$ cat src/rtl/texture_fetch_arbiter.sv
// Two-port arbiter in front of one synchronous texture memory read port.
// Grants one fetch per clock and steers each read result back to its requester.
module texture_fetch_arbiter #(
  parameter int CHANNEL_BITS = 2,
  parameter int MEM_LATENCY  = 1,
  parameter bit PRIORITY0    = 1'b0
) (
  input  logic                      i_clk,
  input  logic                      i_reset,
  input  logic                      i_r0_valid,
  output logic                      o_r0_ready,
  input  logic                      i_r0_side,
  input  logic [5:0]                i_r0_col,
  input  logic [5:0]                i_r0_row,
  output logic                      o_r0_rvalid,
  output logic [CHANNEL_BITS*3-1:0] o_r0_rdata,
  input  logic                      i_r1_valid,
  output logic                      o_r1_ready,
  input  logic                      i_r1_side,
  input  logic [5:0]                i_r1_col,
  input  logic [5:0]                i_r1_row,
  output logic                      o_r1_rvalid,
  output logic [CHANNEL_BITS*3-1:0] o_r1_rdata,
  output logic                      o_mem_en,
  output logic [12:0]               o_mem_addr,
  input  logic [7:0]                i_mem_data
);

  localparam int TW = CHANNEL_BITS * 3;

  if (MEM_LATENCY < 1 || MEM_LATENCY > 4) begin : g_bad_latency
    $error("texture_fetch_arbiter: MEM_LATENCY must be in 1..4");
  end

  if (TW < 8) begin : g_unused_mem
    logic w_unused_mem;
    assign w_unused_mem = ^i_mem_data[7:TW];
  end

  logic                   r_last_grant;
  logic [MEM_LATENCY-1:0] r_tag_vld;
  logic [MEM_LATENCY-1:0] r_tag_port;
  logic                   w_gnt0;
  logic                   w_gnt1;
  logic                   w_any;
  logic                   w_last_vld;
  logic                   w_last_port;

  // Grants are forced low during reset so every combinational output reads 0.
  always_comb begin
    w_gnt0 = 1'b0;
    w_gnt1 = 1'b0;
    if (!i_reset) begin
      if (i_r0_valid && i_r1_valid) begin
        if (PRIORITY0 || r_last_grant) begin
          w_gnt0 = 1'b1;
        end else begin
          w_gnt1 = 1'b1;
        end
      end else begin
        w_gnt0 = i_r0_valid;
        w_gnt1 = i_r1_valid;
      end
    end
  end

  assign w_any      = w_gnt0 | w_gnt1;
  assign o_r0_ready = w_gnt0;
  assign o_r1_ready = w_gnt1;
  assign o_mem_en   = w_any;

  always_comb begin
    o_mem_addr = 13'd0;
    if (w_gnt0) begin
      o_mem_addr = {~i_r0_side, i_r0_col, i_r0_row};
    end else if (w_gnt1) begin
      o_mem_addr = {~i_r1_side, i_r1_col, i_r1_row};
    end
  end

  // Tag pipeline: bit 0 is the newest stage, MSB lines up with returning mem data.
  always_ff @(posedge i_clk or posedge i_reset) begin
    if (i_reset) begin
      r_tag_vld    <= '0;
      r_tag_port   <= '0;
      r_last_grant <= 1'b1;
    end else begin
      r_tag_vld  <= MEM_LATENCY'({r_tag_vld, w_any});
      r_tag_port <= MEM_LATENCY'({r_tag_port, w_gnt1});
      if (w_any) begin
        r_last_grant <= w_gnt1;
      end
    end
  end

  assign w_last_vld  = r_tag_vld[MEM_LATENCY-1];
  assign w_last_port = r_tag_port[MEM_LATENCY-1];
  assign o_r0_rvalid = w_last_vld & ~w_last_port;
  assign o_r1_rvalid = w_last_vld & w_last_port;
  assign o_r0_rdata  = o_r0_rvalid ? i_mem_data[TW-1:0] : '0;
  assign o_r1_rdata  = o_r1_rvalid ? i_mem_data[TW-1:0] : '0;

endmodule

$ cat config.mk
export PLATFORM = sky130hd
export DESIGN_NAME = texture_fetch_arbiter
export DESIGN_NICKNAME = d
export VERILOG_FILES = /design/src/rtl/texture_fetch_arbiter.sv
export SDC_FILE = /design/constraint.sdc
export NUM_CORES = 1
export LEC_CHECK = 0
export CAP_MARGIN = 40
export CORE_MARGIN = 2
export CORE_UTILIZATION = 30
export DETAILED_ROUTE_END_ITERATION = 16
export PLACE_DENSITY = 0.84
export SLEW_MARGIN = 20
export SYNTH_ARGS = -nofsm -noshare
export SYNTH_HDL_FRONTEND = slang
export SYNTH_SLANG_ARGS = --single-unit
$ cat constraint.sdc
create_clock -name i_clk -period 3.7 [get_ports i_clk]
set_input_delay 0.74 -clock i_clk [delete_from_list [all_inputs] [get_ports i_clk]]
set_output_delay 0.74 -clock i_clk [all_outputs]
set_load 0.005 [all_outputs]
==> run_results.csv <==
group,metric,value,unit
clocking,hold_buffers,0,
power,p_per_area,188,nW/um^2
logic_synthesis,synthMuxAreaShare,0,%
clocking,cts_sinks,3,
placement,gp_congestion,0.699,
finish,area_growth,104,%
drt,antenna_left,0,
logic_synthesis,ys_types,19,
sta,setup_ws,641,ps
drt,first_iter_violations,1,
sta,clock_skew,5.76,ps
clocking,cts_made_buffers,3,
clocking,clk_pin_slew,30,ps
clocking,ctsResizeCount,0,
drt,num_vias,796,
clocking,post-cts-setup-buffer-count,0,
setup_path,crit_required,2960,ps
setup_path,crit_type,"in2out",
power,p_int,0.171,mW
finish,nets,175,
die,initial_core_util,32.3,%
clocking,cts_tree,"built",
sta,tightest_slew,462,ps
drt,vias_per_cell,4.88,
sta,fin_crit,3060,ps
sta,post-route-period-util,82.7,%
clocking,clk-insertion-delay-late,240,ps
finish,drive_gt1_share,14.7,%
finish,fin_area,1310,sq um
sta,relSlewSlack,69.1,%
placement,dp_hpwl,1670,um
clocking,clk_path_buf_depth,2,
global_route,grt_max_degree,31,
power,switching_power,0.0747,mW
die,core-area,1980,sq um
drt,drt-pass1-iter-count,3,
die,die_area,2520,sq um
drt,drc,0,
power,switching_share,30.4,%
setup_path,startpoint_type,"input port",
setup_path,critPathArrivalTime,2320,ps
global_route,grt_pass1_wl,3430,um
die,dieWidth,50.2,um
global_route,grt_util_all_layers,17.9,%
logic_synthesis,netlist_area,641,sq um
global_route,antenna_found_initial,0,
logic_synthesis,synthAdderAreaFrac,0,%
die,die_h,50.2,um
flow_run,drv_cap,0,
sta,setup_tns,0,ps
logic_synthesis,ys_ff_latch,3,
clocking,htreeDepth,1,
sta,setup_viol,0,
logic_synthesis,syn_inst,72,
power,ir_drop,0.000105,V
placement,place_ws,630,ps
placement,place.port_buffers,65,
finish,antenna_cells,0,
drt,wl_per_cell,12.6,um
setup_path,r2r_slack,2530,ps
logic_synthesis,synthSimpleGateAreaFrac,44.9,%
setup_path,cp-end-kind,"output pin",
global_route,grt-ovfl-total,0,
logic_synthesis,synth.avg_cell_area,8.90,sq um
drt,drt_wl_total,2060,um
die,io_pins,68,
placement,dp_cells,159,
logic_synthesis,syn_nets,110,
placement,dpl_cell_area,1280,sq um
power,clock_power_share,24.0,%
finish,fin_cells,163,
power,seqPwrFrac,17.7,%
logic_synthesis,synth_xor_xnor_area_share,0,%
power,pwr-share-comb,58.3,%
sta,finalHoldViolCount,0,
logic_synthesis,synth_top_family_by_area,"simple AND/OR/NAND/NOR gates",
sta,grt_setup_unrepaired,"false",
outcome,status,"complete, no violations",
min_path,hold_path.class,"reg2reg",
global_route,grt_pass1_vias,834,
logic_synthesis,yosys_warnings,0,
setup_path,cp_max_fo,15,
clocking,cts_root_buf,"clkbuf_4",
die,rows,16,
power,p_leak,0.486,nW
sta,max_clock_freq,0.327,GHz
sta,drv_slew,0,
logic_synthesis,yosysSeqAreaShare,11.9,%
logic_synthesis,synth_compound_area_share,33.6,%
[routing by layer]
| layer | GRT usage (%) | vias to the layer above | wire length, um |
|---|---|---|---|
| met4 | 8.33 | 0 | 11 |
| li1 | - | 386 | - |
| met2 | 34.4 | 51 | 1070 |
| met3 | 8.04 | 2 | 252 |
| met5 | 0 | - | 0 |
| met1 | 15.4 | 357 | 727 |
[power groups by stage]
stage	clock (mW)	combinational, mW	sequential [mW]
6_report	0.0589	0.143	0.0435
5_1_grt	0.0657	0.155	0.0443
4_1_cts	0.0611	0.145	0.0436
3_5_place_dp	0	0.145	0.0439
3_3_place_gp	0	0.142	0.0434
2_1_floorplan	0	0.0677	0.0426
[synthesized netlist by cell type, drive strengths merged]
library cell,n,area share (%)
nand2b,25,24
buf,5,7.8
or2,2,2.0
dfstp,1,4.1
and3,6,5.9
inv,2,1.2
o32ai,13,31
nor2b,2,3.5
nor2,4,2.3
clkbuf,1,0.59
a22o,1,1.4
a21bo,1,1.6
dfrtp,2,7.8
and2,7,6.8
[path summary, 6_finish.rpt]
kind,from,end,cells past startpoint
worst min register to register,r_last_grant,r_last_grant,1
worst max-delay path,i_r1_valid,o_mem_addr[6],4
max in group asynchronous,i_reset,r_last_grant,3
worst min-delay path,r_last_grant,r_last_grant,1
worst max register to register,r_last_grant,r_tag_port,2
min in group asynchronous,i_reset,r_tag_port,3
[flip-flops by register name (all words and copies together) (netlist names)]
name,flops
r_tag_vld,1
r_tag_port,1
r_last_grant,1
[critical path: stages]
cell and delay, ps:
clkdlybuf4s50_1 500, nor2b_4 440, o32ai_2 150, clkdlybuf4s50_1 480
[layout by cell type, fill, tap and decap left out]
cell	instances
or2_0	1
nand2b_1	25
dfrtp_1	2
o32ai_1	2
clkdlybuf4s50_1	65
clkbuf_1	1
nor2b_4	1
and3_1	6
and2_1	7
dfstp_2	1
nor2_1	4
a22o_1	1
inv_1	1
a21bo_2	1
buf_4	1
nor2b_2	1
o32ai_2	11
inv_2	1
clkbuf_4	3
or2_1	1
[layout make-up]
cell class	instances	area (sq um)
clock buffer	4	26.3
fill	167	677
inverter	2	7.51
multi-input combinational	61	503
sequential	3	76.3
tap	27	33.8
timing repair buffer	66	658
[metrics by stage]
step / power (mW) / hold WS (ps) / utilization (%)
final: 0.245 / 608 / 65.8
after global routing: 0.265 / 621 / 65.8
after CTS: 0.250 / 613 / 65.8
after detailed placement: 0.189 / 604 / 64.5
after global placement: 0.185 / 582 / 64.5
after floorplan: 0.110 / 573 / -
[kinds of logic (layout without fill, tap and decap cells)]
| group | Yosys count | count (layout) |
|---|---|---|
| and+or+nand+nor | 46 | 46 |
| buffers and inverters | 8 | 72 |
| DFF | 3 | 3 |
| AOI/OAI and AO/OA | 15 | 15 |
Power figures use the tool's default switching activity.
